===== config.mk =====
export PLATFORM = sky130hd
export DESIGN_NAME = cond_unit
export DESIGN_NICKNAME = d
export VERILOG_FILES = /design/src/rtl/cond_unit_pkg.sv /design/src/rtl/cond_unit_check.sv /design/src/rtl/cond_unit.sv
export SDC_FILE = /design/constraint.sdc
export NUM_CORES = 1
export LEC_CHECK = 0
export ABC_AREA = 1
export CAP_MARGIN = 20
export CORE_AREA = 2 2 70 72
export DETAILED_ROUTE_END_ITERATION = 16
export DIE_AREA = 0 0 72 74
export GPL_ROUTABILITY_DRIVEN = 0
export GPL_TIMING_DRIVEN = 0
export HOLD_SLACK_MARGIN = 0.15
export PLACE_DENSITY = 0.84
export SYNTH_ARGS = -nofsm -noshare
export SYNTH_HDL_FRONTEND = slang
export SYNTH_SLANG_ARGS = --single-unit

===== constraint.sdc =====
create_clock -name clk -period 3.6 [get_ports clk]
set_input_delay 0.36 -clock clk [delete_from_list [all_inputs] [get_ports clk]]
set_output_delay 0.36 -clock clk [all_outputs]
set_load 0.02 [all_outputs]

===== src/rtl/cond_unit_pkg.sv =====
// Shared condition-code definitions for the ARM execute stage.
package cond_unit_pkg;

  typedef enum logic [3:0] {
    C_EQ = 4'b0000,
    C_NE = 4'b0001,
    C_CS = 4'b0010,
    C_CC = 4'b0011,
    C_MI = 4'b0100,
    C_PL = 4'b0101,
    C_VS = 4'b0110,
    C_VC = 4'b0111,
    C_HI = 4'b1000,
    C_LS = 4'b1001,
    C_GE = 4'b1010,
    C_LT = 4'b1011,
    C_GT = 4'b1100,
    C_LE = 4'b1101,
    C_AL = 4'b1110,
    C_NV = 4'b1111
  } cond_t;

  localparam int FN = 3;
  localparam int FZ = 2;
  localparam int FC = 1;
  localparam int FV = 0;

endpackage


===== src/rtl/cond_unit_check.sv =====
// Combinational ARM condition evaluation against an NZCV vector.
module cond_check
  import cond_unit_pkg::*;
(
  input  logic [3:0] cond,
  input  logic [3:0] flags,
  output logic       pass
);

  logic n, z, c, v;

  assign n = flags[FN];
  assign z = flags[FZ];
  assign c = flags[FC];
  assign v = flags[FV];

  always_comb begin
    pass = 1'b0;
    unique case (cond_t'(cond))
      C_EQ: pass = z;
      C_NE: pass = ~z;
      C_CS: pass = c;
      C_CC: pass = ~c;
      C_MI: pass = n;
      C_PL: pass = ~n;
      C_VS: pass = v;
      C_VC: pass = ~v;
      C_HI: pass = c & ~z;
      C_LS: pass = ~c | z;
      C_GE: pass = (n == v);
      C_LT: pass = (n != v);
      C_GT: pass = ~z & (n == v);
      C_LE: pass = z | (n != v);
      C_AL: pass = 1'b1;
      C_NV: pass = 1'b0;
      default: pass = 1'b0;
    endcase
  end

endmodule


===== src/rtl/cond_unit.sv =====
// Execute-stage condition unit: NZCV register, predication and E/M register.
module cond_unit
  import cond_unit_pkg::*;
#(
  parameter int WIDTH = 32,
  parameter int RA_W  = 4
) (
  input  logic             clk,
  input  logic             reset,
  input  logic             ValidE,
  input  logic [3:0]       CondE,
  input  logic [1:0]       FlagWE,
  input  logic [3:0]       ALUFlagsE,
  input  logic [WIDTH-1:0] ResultE,
  input  logic [RA_W-1:0]  WA3E,
  input  logic             RegWriteE,
  input  logic             MemWriteE,
  input  logic             MemtoRegE,
  input  logic             BranchE,
  input  logic             StallE,
  input  logic             FlushM,
  output logic             CondExE,
  output logic             PCSrcE,
  output logic [3:0]       Flags,
  output logic             ValidM,
  output logic [WIDTH-1:0] ResultM,
  output logic [RA_W-1:0]  WA3M,
  output logic             RegWriteM,
  output logic             MemWriteM,
  output logic             MemtoRegM
);

  logic pass;
  logic fwe;

  cond_check u_check (
    .cond  (CondE),
    .flags (Flags),
    .pass  (pass)
  );

  assign CondExE = ValidE & pass;
  assign PCSrcE  = CondExE & BranchE & ~StallE;
  assign fwe     = CondExE & ~StallE;

  always_ff @(posedge clk or negedge reset) begin
    if (!reset) begin
      Flags <= 4'b0000;
    end else if (fwe) begin
      if (FlagWE[1]) Flags[3:2] <= ALUFlagsE[3:2];
      if (FlagWE[0]) Flags[1:0] <= ALUFlagsE[1:0];
    end
  end

  // Flush and stall both insert a bubble; data fields hold.
  always_ff @(posedge clk or negedge reset) begin
    if (!reset) begin
      ValidM    <= 1'b0;
      RegWriteM <= 1'b0;
      MemWriteM <= 1'b0;
      MemtoRegM <= 1'b0;
      ResultM   <= '0;
      WA3M      <= '0;
    end else if (FlushM || StallE) begin
      ValidM    <= 1'b0;
      RegWriteM <= 1'b0;
      MemWriteM <= 1'b0;
    end else begin
      ValidM    <= ValidE;
      RegWriteM <= RegWriteE & CondExE;
      MemWriteM <= MemWriteE & CondExE;
      MemtoRegM <= MemtoRegE;
      ResultM   <= ResultE;
      WA3M      <= WA3E;
    end
  end

endmodule


==> flow_results.xml <==
<?xml version="1.0" encoding="UTF-8"?>
<metrics>
  <group name="route">
    <metric name="ant_nets" unit="">0</metric>
    <metric name="initialDrtViolationCount" unit="">63</metric>
    <metric name="vias_per_inst" unit="">4.78</metric>
    <metric name="drt_pass_1_iters" unit="">4</metric>
    <metric name="drt_wl_total" unit="µm">4480</metric>
    <metric name="detailroute.via_count" unit="">1559</metric>
    <metric name="drt-wirelength-per-cell" unit="µm">13.7</metric>
    <metric name="drcViolationCount" unit="">0</metric>
  </group>
  <group name="power">
    <metric name="pwr_density_cell" unit="nW/µm²">478</metric>
    <metric name="power_report.internal_total" unit="mW">0.988</metric>
    <metric name="power.share.combinational" unit="%">36.9</metric>
    <metric name="power.share.switching" unit="%">32.0</metric>
    <metric name="p_sw" unit="mW">0.465</metric>
    <metric name="leakage" unit="nW">1.34</metric>
    <metric name="irDropWorstVdd" unit="mV">0.253</metric>
    <metric name="sequentialPowerShare" unit="%">43.3</metric>
    <metric name="clockPowerShare" unit="%">19.9</metric>
  </group>
  <group name="logic_synthesis">
    <metric name="synth_seq_area_share" unit="%">58.8</metric>
    <metric name="synth.distinct_cells" unit="">13</metric>
    <metric name="synth_flop_cell" unit="">dfrtp_1</metric>
    <metric name="ys.warnings.count" unit="">0</metric>
    <metric name="synth-seq-cells" unit="">44</metric>
    <metric name="synthesis.area_per_instance" unit="µm²">11.5</metric>
    <metric name="yosysTopAreaCellShare" unit="%">58.8</metric>
    <metric name="synth_area" unit="µm²">1870</metric>
    <metric name="synth_largest_area_cell" unit="">dfrtp_1</metric>
    <metric name="synth_cells" unit="">163</metric>
    <metric name="synth_enable_flop_cells" unit="">0</metric>
    <metric name="synth_top_cells_by_count" unit="">dfrtp_1 (44), nand2_1 (39), mux2_2 (37)</metric>
    <metric name="synth_fp_nets" unit="">218</metric>
    <metric name="asyncSetResetFlopFracSynth" unit="%">100</metric>
    <metric name="yosysMostFrequentCell" unit="">dfrtp_1</metric>
    <metric name="post_synth_main_area_contributors" unit="">dfrtp_1 (59%), mux2_2 (22%), nand2_1 (7.8%), inv_1 (2.8%), nand4_1 (2.0%)</metric>
  </group>
  <group name="sta">
    <metric name="max_slew.worst_pin.slew" unit="ns">0.413</metric>
    <metric name="timing.clock.skew" unit="ns">0.000407</metric>
    <metric name="minimum_hold_slack" unit="ns">0.508</metric>
    <metric name="hold_viol" unit="">0</metric>
    <metric name="fin_crit" unit="ns">2.89</metric>
    <metric name="rsz0062_at_grt" unit="">no</metric>
    <metric name="finalSetupTns" unit="ns">0</metric>
    <metric name="setup_viol" unit="">0</metric>
    <metric name="period_share" unit="%">80.3</metric>
    <metric name="drv_slew" unit="">0</metric>
    <metric name="max_freq" unit="MHz">346</metric>
    <metric name="max_slew_margin" unit="%">72.5</metric>
  </group>
  <group name="finish">
    <metric name="areaGrowthSynthToFinish" unit="%">62.6</metric>
    <metric name="layout.cells.non_filler" unit="">326</metric>
    <metric name="layout.nets" unit="">327</metric>
    <metric name="drive_above_1_share" unit="%">18.4</metric>
    <metric name="antennaDiodeCount" unit="">0</metric>
  </group>
  <group name="worst_hold_path">
    <metric name="class_of_the_tightest_hold_or_removal_check" unit="">reg -&gt; reg</metric>
  </group>
  <group name="floorplan">
    <metric name="io-pin-count" unit="">101</metric>
    <metric name="initial_core_util" unit="%">40.7</metric>
    <metric name="core" unit="µm²">4600</metric>
    <metric name="dieWidth" unit="µm">72</metric>
    <metric name="row_count" unit="">25</metric>
    <metric name="die_outline_area" unit="µm²">5330</metric>
    <metric name="die-height" unit="µm">74</metric>
  </group>
  <group name="global_routing">
    <metric name="grt_overflow_total" unit="">0</metric>
    <metric name="maximum_number_of_pins_on_one_net_before_global_route_repair" unit="">29</metric>
    <metric name="grt_pass1_wl" unit="µm">6930</metric>
    <metric name="grt_pass1_vias" unit="">1566</metric>
    <metric name="antenna_found_initial" unit="">0</metric>
    <metric name="track_usage" unit="%">17.0</metric>
  </group>
  <group name="critical_path">
    <metric name="crit_path_end_kind" unit="">output port</metric>
    <metric name="crit_path_start_kind" unit="">input pin</metric>
    <metric name="crit_chain" unit="">clkdlybuf4s50_1 -&gt; nand2_1 -&gt; nand3_1 -&gt; nand2_1 -&gt; nand2_1 -&gt; nand2_1 -&gt; nand3_1 -&gt; nand2_1 -&gt; a21oi_4 -&gt; nand2_1 -&gt; nor2_1 -&gt; clkdlybuf4s50_1</metric>
    <metric name="crit_family" unit="">buffers and inverters</metric>
    <metric name="crit_top_cell" unit="">nand2_1</metric>
    <metric name="worst_ep_required_time" unit="ns">3.24</metric>
    <metric name="timing.critical_path.slowest_stage_cell" unit="">clkdlybuf4s50_1</metric>
    <metric name="biggest_fanout_along_the_worst_timing_path" unit="">7</metric>
    <metric name="worst-path-buf-inv" unit="">2</metric>
    <metric name="slowest_delay" unit="ns">0.62</metric>
    <metric name="worstSetupPathType" unit="">in -&gt; out</metric>
    <metric name="r2r_setup_slack" unit="ns">2.06</metric>
    <metric name="worst-endpoint-arrival" unit="ns">2.53</metric>
  </group>
  <group name="clock_network">
    <metric name="tritoncts.num_buffers" unit="">5</metric>
    <metric name="resized_gates_after_cts" unit="">0</metric>
    <metric name="cts_max_path_buffers" unit="">2</metric>
    <metric name="cts-htree-levels" unit="">2</metric>
    <metric name="clockRootBuffer" unit="">clkbuf_8</metric>
    <metric name="path_clk_slew" unit="ns">0.08</metric>
    <metric name="cts_hold_buffers" unit="">1</metric>
    <metric name="cts_tree" unit="">yes</metric>
    <metric name="cts.sink_count" unit="">44</metric>
    <metric name="clk_latency" unit="ns">0.28</metric>
    <metric name="cts.repair_timing.setup_buffer_count" unit="">0</metric>
  </group>
  <group name="placement">
    <metric name="dpl.hpwl" unit="µm">3500</metric>
    <metric name="dpl.cell_count" unit="">318</metric>
    <metric name="buffer_ports.inserted" unit="">100</metric>
  </group>
  <group name="run">
    <metric name="drv_cap" unit="">0</metric>
  </group>
  <group name="status">
    <metric name="status" unit="">finished, final reports clean</metric>
  </group>
</metrics>
## layout make-up
type | instances | area [µm²]
Clock inverter | 1 | 5.00
Fill cell | 382 | 1560
Multi-Input combinational cell | 101 | 698
Inverter | 14 | 52.6
Sequential cell | 44 | 1100
Clock buffer | 6 | 72.6
Buffer | 4 | 20.0
Timing Repair Buffer | 102 | 1030
Tap cell | 54 | 67.6
## per-layer routing
metal,track usage (%),share of wire [%]
met5,0,0
met4,5.45,0.42
met3,5.83,7.3
met2,30.9,53
met1,18.9,40
## cells in the final DEF, fill, tap and decap left out
| cell | count |
|---|---|
| a21oi_1 | 2 |
| a21oi_4 | 1 |
| buf_12 | 1 |
| buf_2 | 5 |
| clkbuf_1 | 1 |
| clkbuf_8 | 5 |
| clkdlybuf4s50_1 | 99 |
| clkinv_2 | 1 |
| dfrtp_1 | 44 |
| dlygate4sd3_1 | 1 |
| inv_1 | 14 |
| mux2_2 | 37 |
| nand2_1 | 39 |
| nand3_1 | 3 |
| nand4_1 | 6 |
| nor2_1 | 9 |
| nor3b_1 | 1 |
| o21ai_0 | 1 |
| o21ai_1 | 2 |
## state kept, by name, indices dropped and copies added (netlist names)
register / cells
ResultM: 32
WA3M: 4
RegWriteM: 1
ValidM: 1
MemtoRegM: 1
MemWriteM: 1
Flags: 4
## cells by family (layout without fill, tap and decap cells)
logic type,after synthesis,in the layout,synth area share [%]
mux,37,37,22.3
compound gates,6,6,2.21
buf+inv,18,127,3.88
flops,44,44,58.8
simple gates,58,58,12.8
## final timing paths
kind,cells after the start,startpoint,end
worst max-delay path,12,CondE[1],PCSrcE
worst max register to register,11,Flags[0],Flags[3]
min in group asynchronous,2,reset,ResultM[3]
worst min register to register,1,ResultM[30],ResultM[30]
max in group asynchronous,3,reset,WA3M[0]
worst min-delay path,1,ResultM[30],ResultM[30]
## power groups by stage
stage               logic [mW]  registers, mW  clock network [mW]
finish                   0.536          0.629               0.289
floorplan                0.164          0.733                   0
CTS                      0.541          0.630               0.302
global route             0.574          0.640               0.319
global placement         0.526          0.634                   0
detailed placement       0.538          0.640                   0
## metrics by stage
step	instance area, µm²	setup WS (ns)	power [mW]	utilization (%)
2_1_floorplan	1870	1.57	0.896	-
3_3_place_gp	2940	0.783	1.16	63.9
3_5_place_dp	2960	0.715	1.18	64.3
4_1_cts	3040	0.706	1.47	66.2
5_1_grt	3040	0.488	1.53	66.2
6_report	3040	0.709	1.45	66.2
No activity file was read; power rests on OpenSTA's default activity.
